[src/rtl/ahb_mem_slave_glue.sv]
// AHB-Lite slave front end for the on-chip ROM/RAM macros: registered address
// phase, per-region wait states, byte strobes, two-cycle ERROR and RAW stall.
module ahb_mem_slave_glue #(
    parameter int              ADDR_W   = 32,
    parameter int              DATA_W   = 32,
    parameter logic [ADDR_W-1:0] ROM_BASE = 32'hA000_0000,
    parameter logic [ADDR_W-1:0] ROM_MASK = 32'hFF00_0000,
    parameter logic [ADDR_W-1:0] RAM_BASE = 32'h2000_0000,
    parameter logic [ADDR_W-1:0] RAM_MASK = 32'hFF00_0000,
    parameter int              ROM_WAIT = 1,
    parameter int              RAM_WAIT = 0
) (
    input  logic                hclk,
    input  logic                hreset,
    input  logic                hsel,
    input  logic [ADDR_W-1:0]   haddr,
    input  logic [1:0]          htrans,
    input  logic                hwrite,
    input  logic [2:0]          hsize,
    input  logic [3:0]          hprot,
    input  logic [DATA_W-1:0]   hwdata,
    input  logic                hready,
    output logic                hreadyout,
    output logic                hresp,
    output logic [DATA_W-1:0]   hrdata,
    output logic                rom_rd_en,
    output logic [ADDR_W-1:0]   rom_addr,
    input  logic [DATA_W-1:0]   rom_rdata,
    output logic                ram_rd_en,
    output logic [ADDR_W-1:0]   ram_raddr,
    input  logic [DATA_W-1:0]   ram_rdata,
    output logic                ram_wr_en,
    output logic [ADDR_W-1:0]   ram_waddr,
    output logic [DATA_W-1:0]   ram_wdata,
    output logic [DATA_W/8-1:0] ram_wstrb
);
    localparam int         STRB_W   = DATA_W / 8;
    localparam int         LSB      = $clog2(STRB_W);
    localparam logic [2:0] MAX_SIZE = 3'(LSB);
    localparam logic       HAZ_EN   = (RAM_WAIT == 0);

    localparam logic [2:0] S_IDLE = 3'd0;
    localparam logic [2:0] S_DATA = 3'd1;
    localparam logic [2:0] S_ERR1 = 3'd2;
    localparam logic [2:0] S_ERR2 = 3'd3;
    localparam logic [2:0] S_HAZ  = 3'd4;

    logic [2:0]        state;
    logic [2:0]        cnt;
    logic              first;
    logic              d_rom;
    logic              d_write;
    logic [ADDR_W-1:0] d_addr;
    logic [STRB_W-1:0] d_strb;

    logic              rom_hit, ram_hit, size_bad, misalign, illegal;
    logic              accept, acc_ok, acc_err, wr_fire, haz;
    logic [ADDR_W-1:0] align_mask;
    logic [STRB_W-1:0] strb;
    logic [2:0]        wload;
    logic              unused_ok;

    assign unused_ok = &{1'b0, hprot, htrans[0]};

    assign rom_hit    = (haddr & ROM_MASK) == ROM_BASE;
    assign ram_hit    = (haddr & RAM_MASK) == RAM_BASE;
    assign size_bad   = hsize > MAX_SIZE;
    assign align_mask = ~({ADDR_W{1'b1}} << hsize);
    assign misalign   = |(haddr & align_mask);
    assign illegal    = !(rom_hit || ram_hit) || (rom_hit && hwrite) || size_bad || misalign;

    assign accept  = hsel && hready && htrans[1] && hreadyout;
    assign wr_fire = (state == S_DATA) && d_write && first;

    // A same-word RAM read arriving while the write lands would see stale data;
    // refuse it and stall one cycle so the master re-presents it after the write.
    assign haz = HAZ_EN && wr_fire && accept && !hwrite && !illegal && !rom_hit &&
                 (haddr[ADDR_W-1:LSB] == d_addr[ADDR_W-1:LSB]);

    assign acc_ok  = accept && !illegal && !haz;
    assign acc_err = accept && illegal;
    assign wload   = rom_hit ? 3'(ROM_WAIT) : 3'(RAM_WAIT);

    always_comb begin
        strb = '0;
        for (int i = 0; i < STRB_W; i++)
            if (i >= int'(haddr[LSB-1:0]) && i < int'(haddr[LSB-1:0]) + (1 << hsize))
                strb[i] = 1'b1;
    end

    assign rom_rd_en = acc_ok && !hwrite && rom_hit;
    assign ram_rd_en = acc_ok && !hwrite && !rom_hit;
    assign rom_addr  = haddr;
    assign ram_raddr = haddr;

    assign ram_wr_en = wr_fire;
    assign ram_waddr = d_addr;
    assign ram_wdata = wr_fire ? hwdata : '0;
    assign ram_wstrb = wr_fire ? d_strb : '0;

    assign hrdata = (state == S_DATA && !d_write) ? (d_rom ? rom_rdata : ram_rdata) : '0;
    assign hresp  = (state == S_ERR1) || (state == S_ERR2);

    always_comb begin
        case (state)
            S_DATA:        hreadyout = (cnt == 3'd0);
            S_ERR1, S_HAZ: hreadyout = 1'b0;
            default:       hreadyout = 1'b1;
        endcase
    end

    always_ff @(posedge hclk or posedge hreset) begin
        if (hreset) begin
            state   <= S_IDLE;
            cnt     <= 3'd0;
            first   <= 1'b0;
            d_rom   <= 1'b0;
            d_write <= 1'b0;
            d_addr  <= '0;
            d_strb  <= '0;
        end else begin
            first <= 1'b0;
            case (state)
                S_DATA: begin
                    if (cnt != 3'd0)  cnt   <= 3'(cnt - 3'd1);
                    else if (haz)     state <= S_HAZ;
                    else if (acc_err) state <= S_ERR1;
                    else if (acc_ok)  state <= S_DATA;
                    else              state <= S_IDLE;
                end
                S_ERR1: state <= S_ERR2;
                S_HAZ:  state <= S_IDLE;
                default: begin
                    if (acc_err)     state <= S_ERR1;
                    else if (acc_ok) state <= S_DATA;
                    else             state <= S_IDLE;
                end
            endcase
            // acc_ok only occurs when hreadyout=1, so it never races the decrement.
            if (acc_ok) begin
                d_addr  <= haddr;
                d_strb  <= strb;
                d_rom   <= rom_hit;
                d_write <= hwrite;
                cnt     <= wload;
                first   <= 1'b1;
            end
        end
    end
endmodule

[config.mk]
export PLATFORM = sky130hd
export DESIGN_NAME = ahb_mem_slave_glue
export DESIGN_NICKNAME = d
export VERILOG_FILES = /design/src/rtl/ahb_mem_slave_glue.sv
export SDC_FILE = /design/constraint.sdc
export NUM_CORES = 1
export LEC_CHECK = 0
export BUFFER_PORTS_ARGS = -buffer_cell sky130_fd_sc_hd__buf_2
export CORE_AREA = 2 2 121 123
export CTS_BUF_LIST = sky130_fd_sc_hd__clkbuf_2
export CTS_CLUSTER_DIAMETER = 150
export DETAILED_ROUTE_END_ITERATION = 10
export DIE_AREA = 0 0 123 125
export PLACE_DENSITY = 0.64
export SLEW_MARGIN = 5
export SYNTH_ARGS = -nofsm -noshare
export SYNTH_HDL_FRONTEND = slang
export SYNTH_SLANG_ARGS = --single-unit
[constraint.sdc]
create_clock -name hclk -period 2.7 [get_ports hclk]
set_input_delay 0.405 -clock hclk [delete_from_list [all_inputs] [get_ports hclk]]
set_output_delay 0.405 -clock hclk [all_outputs]
set_load 0.1 [all_outputs]
# [Word-level counts from Yosys, hierarchy flattened]
# Cells that the tools add are included.
# Widths: inputs -> output; s select.
[word_totals] ff_bits=45 latchBits=0 mem_bits_rw=0 romBits=0 in_bits=142 out_inout_bits=169 word_cells=87 n_memories=0
[op_classes] n_addsub=2 multipliers=0 div=0 order_cmp=8 n_eq_ne=8 shifts=2 mux=19 n_bitwise=2 reduce_logical=39
[op_table] op="$mux 32" n=3
[op_table] op="$lt 3x32->1 const A" n=2
[op_table] op="$add 3x32->32" n=1
[op_table] op="$and 32x32->32" n=1
[op_table] op="$lt 1x32->1 const A" n=1
[op_table] op="$lt 2x32->1 const A" n=1
[op_table] op="$not 32->32" n=1
[op_table] op="$reduce_or 32->1" n=1
[op_table] op="$shl 1x3->32 const A" n=1
[op_table] op="$shl 32x3->32 const A" n=1
[op_table] op="$eq 30x30->1" n=1
[op_table] op="$logic_and 1x1->1" n=21
[op_table] op="$mux 3" n=6
[op_table] op="$pmux 3 s3" n=1
[op_table] op="$eq 8x6->1 const B" n=1
[op_table] op="$eq 8x8->1 const B" n=1
[op_table] op="$mux 1" n=7
[op_table] op="$eq 3x2->1 const B" n=2
[op_table] op="$logic_not 1->1" n=6
[op_table] op="$logic_or 1x1->1" n=5
[op_table] op="$ge 1x2->1 const A" n=2
[op_table] op="$mux 4" n=1
[op_table] op="$reduce_bool 2->1" n=2
[op_table] op="$eq 3x1->1 const B" n=1
[op_table] op="10 further kinds" n=10

# [Depth between registers and ports, before layout]
# Gate-level depths: netlist of run 1.
[depth] ltp_word=17 mapped_depth=9 depth_no_buf=9

# [Least setup slack after synthesis of run 1]
# OpenSTA, ideal clock, no wires.
[synth_path] path_type="input to output" from="input port hsize[1]" to="output port rom_rd_en" t_arrival_ns=2.963 required_time_ns=2.295 slack_ns=-0.668 cell_stages=6 n_path_buf=0 path_cell_list="or3_1 > ha_1 > a211oi_1 > nand4_2 > or3_4 > nor2_1"
[synth_between] elab_chain_len=13 elab_cells_between_ends=16 classes_between="order compare (1); shift (1); bitwise (2); reduce/logical (12)"
[synth_lines] item="from (decl)" line_no="19" text="input logic [2:0] hsize,"
[synth_lines] item="$shl 32x3->32" line_no="68" text="assign align_mask = ~({ADDR_W{1'b1}} << hsize);"
[synth_lines] item="$not 32->32" line_no="68"
[synth_lines] item="$and 32x32->32" line_no="69" text="assign misalign = |(haddr & align_mask);"
[synth_lines] item="$reduce_or 32->1" line_no="69"
[synth_lines] item="$logic_or 1x1->1 *" line_no="70" text="assign illegal = !(rom_hit || ram_hit) || (rom_hit && hwrite) || size_bad || misalign;"
[synth_lines] item="$logic_not 1->1 *" line_no="77, 80"
[synth_lines] item="$logic_and 1x1->1 (3 in a row)" line_no="77" text="assign haz = HAZ_EN && wr_fire && accept && !hwrite && !illegal && !rom_hit &&"
[synth_lines] item="$logic_not 1->1" line_no="80" text="assign acc_ok = accept && !illegal && !haz;"
[synth_lines] item="$logic_and 1x1->1 *" line_no="80"
[synth_lines] item="$logic_and 1x1->1 * (2 in a row)" line_no="91" text="assign rom_rd_en = acc_ok && !hwrite && rom_hit;"
[synth_lines] item="to (decl)" line_no="26" text="output logic rom_rd_en,"
# Mark *: on every way between the ends. The rest lies on a longest branch, timed or not.

# [Final worst setup path of run 1]
[layout_path] from="register cnt[0]" to="output port ram_rd_en"
[layout_between] elab_chain_len=12 elab_cells_between_ends=13 classes_between="mux (1); reduce/logical (12)"
[layout_lines] item="from (decl)" line_no="49" text="logic [2:0] cnt;"
[layout_lines] item="from (signal assigned)" line_no="125" text="if (cnt != 3'd0) cnt <= 3'(cnt - 3'd1);"
[layout_lines] item="from (signal assigned)" line_no="145" text="cnt <= wload;"
[layout_lines] item="$logic_not 3->1 *" line_no="106" text="S_DATA: hreadyout = (cnt == 3'd0);"
[layout_lines] item="$pmux 1 s2 *" line_no="105" text="case (state)"
[layout_lines] item="$logic_and 1x1->1 *" line_no="72" text="assign accept = hsel && hready && htrans[1] && hreadyout;"
[layout_lines] item="$logic_and 1x1->1 (5 in a row)" line_no="77"
[layout_lines] item="$logic_not 1->1" line_no="80"
[layout_lines] item="$logic_and 1x1->1 *" line_no="80"
[layout_lines] item="$logic_and 1x1->1 * (2 in a row)" line_no="92" text="assign ram_rd_en = acc_ok && !hwrite && !rom_hit;"
[layout_lines] item="to (decl)" line_no="29" text="output logic ram_rd_en,"
# Marked as above.

==> results of run 1 <==
[what timing repair did]
action,in CTS,in global routing
gates cloned,0,1
endpoints found under the setup margin,4,32
pin swaps,4,4
hold buffers,1,0
resized for setup,7,58
setup buffers,3,2
hold endpoints to repair,11,0
[logic make-up (layout without fill, tap and decap cells)]
family          after synthesis  count (layout)
mux                          62              62
xor+xnor                     31              31
compound gates               17              17
flops                        45              45
simple gates                117             117
fa+ha+maj                     6               6
buf+inv                      90             345
[worst max-delay path: cells and delay by family (launching register included)]
family	cells	cell delay, ns
AO/OA/AOI/OAI	1	0.18
adder cells (fa/ha/maj)	2	0.34
buffers and inverters	3	0.34
flip-flops	1	0.42
AND/OR/NAND/NOR	4	0.61
[layer usage]
metal	share of wire (%)	routed length, um
met1	39	4280
met2	53	5750
met3	7.6	834
met4	0.66	72
met5	0	0
[state kept, by name, summed over array words and instances, names as in the netlist]
register	flops
cnt	3
d_rom	1
d_strb	4
d_write	1
first	1
ram_waddr	32
state	3
[area by class of cell]
cell class | count | area [sq um]
multi-input combinational | 233 | 1980
timing repair buffer | 327 | 1940
fill | 1473 | 8850
inverter | 10 | 37.5
sequential | 45 | 1130
clock inverter | 1 | 7.51
clock buffer | 7 | 35.0
tap | 184 | 230
[Yosys cell counts, drive strengths merged (3+ instances only)]
library cell,count
buf,67
dfrtp,45
and2,43
nor2,38
mux2i,33
mux2,29
xnor2,25
clkbuf,13
inv,10
nand4,6
xor2,6
ha,5
nand2,5
nor3,5
a21oi,4
nand2b,4
nand3,3
nor4,3
or3,3
[power groups by stage]
stage	Combinational, mW	Clock [mW]	Sequential (mW)
floorplan	2.00	0	0.767
global placement	2.44	0	0.758
detailed placement	2.44	0	0.760
CTS	2.49	0.313	0.748
global route	2.73	0.334	0.751
finish	2.62	0.303	0.746
[layout by cell type (no fill, tap or decap), drive strengths merged, types with 3 or more instances in the layout]
cell type  instances
nor4               3
inv               10
or3                3
nor2              38
xor2               6
nor3               5
mux2i             33
nand2              5
xnor2             25
nand2b             4
mux2              29
buf              287
clkbuf            46
a21oi              4
dfrtp             45
nand3              3
nand4              6
and2              43
ha                 5
[worst max path at each step]
stage,depth (start not counted),startpoint,endpoint
floorplan,5,state[1],hrdata[0]
global placement,10,hsize[1],ram_rd_en
detailed placement,10,hsize[1],ram_rd_en
CTS,10,cnt[0],ram_rd_en
global route,10,cnt[0],ram_rd_en
finish,10,cnt[0],ram_rd_en
[per-stage QoR]
stage          cell area, sq um  util [%]  total power, mW  hold WS [ns]
5_1_grt                    5360      37.7             3.82         0.207
4_1_cts                    5190      36.6             3.55         0.222
3_3_place_gp               5100      35.9             3.19         0.483
6_report                   5360      37.7             3.66         0.231
2_1_floorplan              3660         -             2.77         0.470
3_5_place_dp               5100      35.9             3.20         0.491
==> flow_metrics.tcl, run 1 <==
set metrics [dict create \
    synth_top_area_share_pct 31.1 \
    portBuffers 305 \
    hold_end "ram_waddr[19]" \
    regToRegSetupSlack_ns 0.40 \
    die_h_um 125 \
    tightest_slew_ns 0.538 \
    synth_top_family_by_area "multiplexers" \
    synth_fp_nets 516 \
    clock.fmax_mhz 371 \
    diodes 0 \
    core_sq_um 14200 \
    synthAdderAreaFrac_pct 2.28 \
    drcViolationCount 0 \
    cts-root-buf "clkbuf_2" \
    worstPathCellList "inv_1, ha_2, ha_4, or3b_4, a21oi_4, buf_6, nor3_2, nand2_1, nor2b_4, buf_12" \
    clock_path_buffers 2 \
    switchingPower_mw 2.27 \
    synth_seq_cells 45 \
    layout.cells.non_filler 807 \
    slew_viol_final 0 \
    place_congestion 0.825 \
    clk_pin_slew_ns 0.25 \
    r2r_cells 9 \
    seq_power_share_pct 20.4 \
    cts_buffers 5 \
    pwr-share-clk_pct 8.3 \
    intPower_mw 1.40 \
    crit_fanout 3 \
    num_rows 44 \
    dr.pass1.iters 4 \
    min_path_cells 2 \
    layout_min_cycle_time_ns 2.70 \
    synth-xor-area-share_pct 7.49 \
    grt_max_degree 39 \
    avgSynthCellArea_sq_um 9.85 \
    nets 770 \
    rsz0062_at_grt "true" \
    yosysTopAreaCell "dfrtp_1" \
    combinationalPowerShare_pct 71.4 \
    antenna_found_initial 0 \
    ys_async_sr_fraction_pct 100 \
    critPathSlowestCell "dfrtp_1" \
    critPathCaptureType "output pin" \
    drt_iter0_drc 72 \
    clkLatencyLatePin_ns 0.43 \
    setup_viol 0 \
    synth_area_leaders "dfrtp_1 31%, buf_4 13%, mux2_4 12%" \
    fin_skew_ns 0.0275 \
    die_area_sq_um 15400 \
    syn2layout_area_growth_pct 47.8 \
    synth_compound_area_share_pct 3.59 \
    dp_cells 793 \
    die_x_um 123 \
    synth-simple-area-share_pct 18.0 \
    place_ws_ns -0.0414 \
    htreeDepth 2 \
    fin_crit_sh_pct 99.9 \
    start_kind "flip-flop" \
    syn_inst 368 \
    synth-seq-area-share_pct 31.1 \
    leakage_nw 3.23 \
    busiest_layer "met2" \
    synthFlopType "dfrtp_1" \
    fin_ws_ns 0.00308 \
    status "finished, final reports clean" \
    synth.area.mux_share_pct 21.0 \
    met1_usage_pct 14.3 \
    wl_per_cell_um 13.6 \
    antenna_left 0 \
    tns_ns 0 \
    start_util_pct 25.5 \
    grt_pass1_vias 3084 \
    ioPinCount 311 \
    viasPerCell 4.23 \
    drv_cap 0 \
    slew_headroom_pct 64.1 \
    p_per_area_nw_per_um2 684 \
    r2r_end "ram_waddr[13]" \
    grt_remaining_overflow 0 \
    use_met3_pct 1.87 \
    drive_gt1_share_pct 62.3 \
    ir_worst_vdd_mv 0.255 \
    grt_pass1_wl_um 15300 \
    finalHoldViolations 0 \
    switching_share_pct 61.9 \
    worstSetupPathType "flip-flop to output pin" \
    synth_edf_count 0 \
    worstPathRequired_ns 2.30 \
    arrival_ns 2.29 \
    dp_hpwl_um 8800 \
    max_stage_delay_ns 0.42 \
    r2r-start "cnt[0]" \
    hold_class "primary input to flip-flop" \
    synth.distinct_cells 39 \
    cts_tree "yes" \
    global_route.usage.met2_pct 24.3 \
    gr-usage-all-layers_pct 12.6 \
    vias 3417 \
    synth_area_sq_um 3620 \
    clock_sinks 45 \
    hold_start "haddr[19]" \
    ys_warn_count 0 \
    wirelength_um 10900 \
]
(Power assumes the default switching activity.)
==> run 2, diff against run 1 <==
--- a/config.mk
+++ b/config.mk
@@ -11,6 +11,7 @@
 export CTS_CLUSTER_DIAMETER = 150
 export DETAILED_ROUTE_END_ITERATION = 10
 export DIE_AREA = 0 0 123 125
+export MAX_ROUTING_LAYER = met4
 export PLACE_DENSITY = 0.64
 export SLEW_MARGIN = 5
 export SYNTH_ARGS = -nofsm -noshare
==> flow_metrics.tcl, run 2 (synthesis gave the netlist of run 1 again) <==
set metrics [dict create \
    hold_start "haddr[16]" \
    nets 770 \
    viasPerCell 4.24 \
    vias 3425 \
    portBuffers 305 \
    wirelength_um 11000 \
    hold_end "ram_waddr[16]" \
    ir_worst_vdd_mv 0.255 \
    grt_remaining_overflow 0 \
    grt_pass1_wl_um 15200 \
    utilization_pct 37.7 \
    num_rows 44 \
    worstSetupPathType "flip-flop to output pin" \
    slew_viol_final 0 \
    drcViolationCount 0 \
    hold_class "primary input to flip-flop" \
    rsz0062_at_grt "true" \
    grt_max_degree 39 \
    tightest_slew_ns 0.541 \
    cts_buffers 5 \
    fin_skew_ns 0.0232 \
    diodes 0 \
    die_x_um 123 \
    worstPathCellList "inv_1, ha_2, ha_4, or3b_4, a21oi_4, buf_6, nor3_2, nand2_1, nor2b_4, buf_12" \
    cts-root-buf "clkbuf_2" \
    die_area_sq_um 15400 \
    final_cell_mix "253 x buf_2, 44 x dfrtp_1, 39 x clkbuf_4" \
    min_path_cells 2 \
    grt_pass1_vias 3091 \
    clock_sinks 45 \
    dp_hpwl_um 8800 \
    r2r_end "ram_waddr[13]" \
    wl_per_cell_um 13.6 \
    clk_pin_slew_ns 0.24 \
    layout_min_cycle_time_ns 2.70 \
    p_per_area_nw_per_um2 683 \
    antenna_found_initial 0 \
    start_util_pct 25.5 \
    syn2layout_area_growth_pct 47.8 \
    start_kind "flip-flop" \
    critPathCaptureType "output pin" \
    dr.pass1.iters 4 \
    gr-usage-all-layers_pct 12.9 \
    r2r_cells 9 \
    r2r-start "cnt[0]" \
    core_sq_um 14200 \
    tns_ns 0 \
    startpoint "cnt[0]" \
    leakage_nw 3.23 \
    drive_gt1_share_pct 62.3 \
    clock.fmax_mhz 370 \
    fin_crit_sh_pct 100 \
    status "finished, final reports clean" \
    crit_fanout 3 \
    die_h_um 125 \
    slew_headroom_pct 63.9 \
    max_stage_delay_ns 0.42 \
    largest_reg_flops 32 \
    layout_commonest_cell "buf_2" \
    antenna_left 0 \
    htreeDepth 2 \
    setup_viol 0 \
    clock_path_buffers 2 \
    regToRegSetupSlack_ns 0.39 \
    drt_iter0_drc 86 \
    ioPinCount 311 \
    clkLatencyLatePin_ns 0.41 \
    cts_tree "yes" \
    fillers 1473 \
    finalHoldViolations 0 \
    worstPathRequired_ns 2.30 \
    place_congestion 0.838 \
    arrival_ns 2.29 \
    drv_cap 0 \
    critPathSlowestCell "dfrtp_1" \
]
-- run 2: cell counts in the layout (fill, tap and decap cells not counted) --
No cell type changed its count.
-- run 2: metrics by stage --
step	setup slack (ns)	hold WS [ns]	instance area, sq um	std cells	total power, mW
finish	0.0000480	0.245	5360	807	3.66
global placement	-0.0251	0.483	5100	793	3.19
floorplan	-0.160	0.470	3660	368	2.77
global route	-0.114	0.209	5360	807	3.82
detailed placement	-0.0414	0.491	5100	793	3.20
CTS	-0.0134	0.222	5190	804	3.55
-- run 2: final cells by class --
type | count | area, sq um | area share, %
multi-input combinational | 233 | 1980 | 36.9
timing repair buffer | 327 | 1940 | 36.3
sequential | 45 | 1130 | 21.0
tap | 184 | 230 | 4.30
inverter | 10 | 37.5 | 0.701
clock buffer | 7 | 35.0 | 0.654
clock inverter | 1 | 7.51 | 0.140
-- run 2: how the worst max path moves through the flow --
| stage | end | slack [ns] | depth (start not counted) |
|---|---|---|---|
| finish | ram_rd_en | 0.00005 | 10 |
| detailed placement | ram_rd_en | -0.04 | 10 |
| global placement | ram_rd_en | -0.03 | 10 |
| CTS | ram_rd_en | -0.01 | 10 |
| global route | ram_rd_en | -0.11 | 10 |
| floorplan | hrdata[0] | -0.16 | 5 |
-- run 2: where the power goes --
| part | internal (mW) | leakage [nW] | total, mW | switching [mW] |
|---|---|---|---|---|
| Sequential | 0.717 | 0.613 | 0.747 | 0.0294 |
| Combinational | 0.606 | 2.59 | 2.62 | 2.01 |
| Clock | 0.0715 | 0.0292 | 0.297 | 0.226 |
-- run 2: layer usage --
metal  wire length [um]  up-vias  global-route usage, %
met5                  0        -                      -
met4                 72        0                   2.41
met3                834        7                   1.64
met2               5780      175                   24.3
met1               4270     1572                   14.4
li1                   -     1671                      -
-- run 2: timing repair --
action,in CTS,in global routing
hold buffers,1,0
endpoints found under the setup margin,4,32
endpoints found under the hold margin,11,0
gates resized for setup,7,58
gates cloned,0,1
pin swaps,4,4
setup buffers,3,2
-- run 2: worst max-delay path, delay by kind of cell, from the launching register on --
family	cells	cell delay [ns]
compound gates	1	0.18
fa+ha+maj	2	0.34
buf+inv	3	0.34
flops	1	0.42
simple gates	4	0.61
==> run 3, diff against run 2 <==
--- a/config.mk
+++ b/config.mk
@@ -6,14 +6,13 @@
 export NUM_CORES = 1
 export LEC_CHECK = 0
 export BUFFER_PORTS_ARGS = -buffer_cell sky130_fd_sc_hd__buf_2
-export CORE_AREA = 2 2 121 123
+export CORE_AREA = 2 2 120 122
 export CTS_BUF_LIST = sky130_fd_sc_hd__clkbuf_2
 export CTS_CLUSTER_DIAMETER = 150
 export DETAILED_ROUTE_END_ITERATION = 10
-export DIE_AREA = 0 0 123 125
+export DIE_AREA = 0 0 122 124
 export MAX_ROUTING_LAYER = met4
-export PLACE_DENSITY = 0.64
-export SLEW_MARGIN = 5
+export PLACE_DENSITY = 0.65
 export SYNTH_ARGS = -nofsm -noshare
 export SYNTH_HDL_FRONTEND = slang
 export SYNTH_SLANG_ARGS = --single-unit
==> flow_metrics.tcl, run 3 (synthesis gave the netlist of run 1 again) <==
set metrics [dict create \
    slew_headroom_pct 61.8 \
    num_rows 43 \
    regToRegSetupSlack_ns 0.30 \
    gr-usage-all-layers_pct 14.1 \
    r2r_cells 10 \
    tightest_slew_ns 0.568 \
    critPathCaptureType "output pin" \
    layout_commonest_cell "buf_2" \
    slew_viol_final 0 \
    rsz0062_at_grt "true" \
    cts_tree "yes" \
    min_path_cells 2 \
    vias 3403 \
    die_h_um 124 \
    htreeDepth 2 \
    hold_end "ram_waddr[16]" \
    ioPinCount 311 \
    nets 769 \
    drcViolationCount 0 \
    largest_reg_flops 32 \
    clk_pin_slew_ns 0.26 \
    wirelength_um 11500 \
    power_mw 3.86 \
    seq_power_share_pct 19.3 \
    portBuffers 305 \
    drt_iter0_drc 64 \
    fin_skew_ns 0.0338 \
    grt_pass1_wl_um 15900 \
    clock_path_buffers 2 \
    dp_hpwl_um 9300 \
    global_route.usage.met2_pct 25.6 \
    busiest_layer "met2" \
    setup_viol 0 \
    dr.pass1.iters 4 \
    drive_gt1_share_pct 63.0 \
    dpl_cell_area_sq_um 5100 \
    final_cell_mix "234 x buf_2, 44 x dfrtp_1, 34 x and2_1" \
    finalHoldViolations 0 \
    antenna_found_initial 4 \
    leakage_nw 3.26 \
    clock_sinks 45 \
    switching_share_pct 59.5 \
    met1_usage_pct 16.2 \
    drv_cap 0 \
    r2r_end "d_strb[1]" \
    pwr-share-clk_pct 9.8 \
    start_util_pct 26.4 \
    grt_max_degree 38 \
    core_sq_um 13700 \
    hold_start "haddr[16]" \
    grt_remaining_overflow 0 \
    status "finished, final reports clean" \
    clkLatencyLatePin_ns 0.43 \
    die_x_um 122 \
    grt_pass1_vias 3124 \
    cts-root-buf "clkbuf_2" \
    worstPathRequired_ns 2.30 \
    die_area_sq_um 15100 \
    cts_buffers 5 \
    worstSetupPathType "flip-flop to output pin" \
    arrival_ns 2.27 \
    viasPerCell 4.23 \
    wl_per_cell_um 14.3 \
    ir_worst_vdd_mv 0.316 \
    r2r-start "cnt[0]" \
    start_kind "flip-flop" \
    hold_class "primary input to flip-flop" \
    crit_fanout 4 \
    combinationalPowerShare_pct 70.8 \
    use_met3_pct 2.52 \
    syn2layout_area_growth_pct 52.6 \
    switchingPower_mw 2.29 \
    layout_min_cycle_time_ns 2.68 \
    final_area_sq_um 5530 \
    fin_crit_sh_pct 99.2 \
    intPower_mw 1.56 \
    clock.fmax_mhz 373 \
    antenna_left 0 \
    place_congestion 0.846 \
    p_per_area_nw_per_um2 697 \
]
## run 3: cell types whose count changed in the layout (fill, tap and decap cells not counted), sizes merged
| cell | before | now |
|---|---|---|
| diode | 0 | 3 |
| clkbuf | 46 | 38 |
| clkinv | 0 | 1 |
| bufinv | 0 | 1 |
| buf | 287 | 292 |
## run 3: metal layers
layer / vias to the layer above / routed length, um
li1: 1675 / -
met1: 1536 / 4510
met2: 185 / 5890
met3: 7 / 1030
met4: 0 / 89
met5: - / 0
## run 3: worst max-delay path, cell delays in order, from the launching register on
cell and delay, ns:
dfrtp_1 0.41, inv_1 0.05, ha_2 0.19, ha_4 0.16, or3b_4 0.38, a21oi_4 0.17
buf_6 0.14, nor3_4 0.04, nand2_2 0.09, nor2b_4 0.05, buf_12 0.16
## run 3: power groups by stage
| stage | Clock [mW] | Sequential (mW) | Combinational [mW] |
|---|---|---|---|
| after floorplan | 0 | 0.767 | 2.00 |
| after global placement | 0 | 0.757 | 2.45 |
| after detailed placement | 0 | 0.757 | 2.46 |
| after CTS | 0.405 | 0.744 | 2.58 |
| after global routing | 0.428 | 0.753 | 2.85 |
| final | 0.379 | 0.746 | 2.73 |
## run 3: worst max path at each step
stage                     startpoint            end  slack, ns
after floorplan             state[1]      hrdata[0]      -0.16
after global placement      hsize[1]   ram_waddr[6]      -0.05
after detailed placement    hsize[1]  ram_waddr[10]      -0.07
after CTS                     cnt[0]      ram_rd_en      -0.03
after global routing          cnt[0]      ram_rd_en      -0.12
final                         cnt[0]      ram_rd_en       0.02
## run 3: repair_timing
item	4_1_cts	5_1_grt
hold endpoints to repair	18	0
hold buffers	1	0
setup endpoints to repair	24	68
pin swaps	4	5
setup buffers	2	3
resized for setup	29	82
## run 3: final cells by class
cell class / instances / area, sq um
fillers: 1414 / 8190
diodes: 3 / 7.51
inverters: 10 / 37.5
clock buffers: 5 / 25.0
clock inverters: 3 / 41.3
well taps: 180 / 225
multi-input cells: 233 / 1990
flip-flops and latches: 45 / 1130
repair buffers: 326 / 2080
## run 3: stage by stage
step                      utilization, %  std cells  setup WS (ns)  setup TNS, ns  hold WS, ns
final                               40.3        805         0.0204              0        0.218
after global placement              37.2        788        -0.0480          -1.27        0.417
after floorplan                        -        368         -0.160          -4.79        0.470
after detailed placement            37.2        788        -0.0732          -1.82        0.423
after global routing                40.3        803         -0.117         -0.142        0.168
after CTS                           38.5        799        -0.0340        -0.0340        0.178
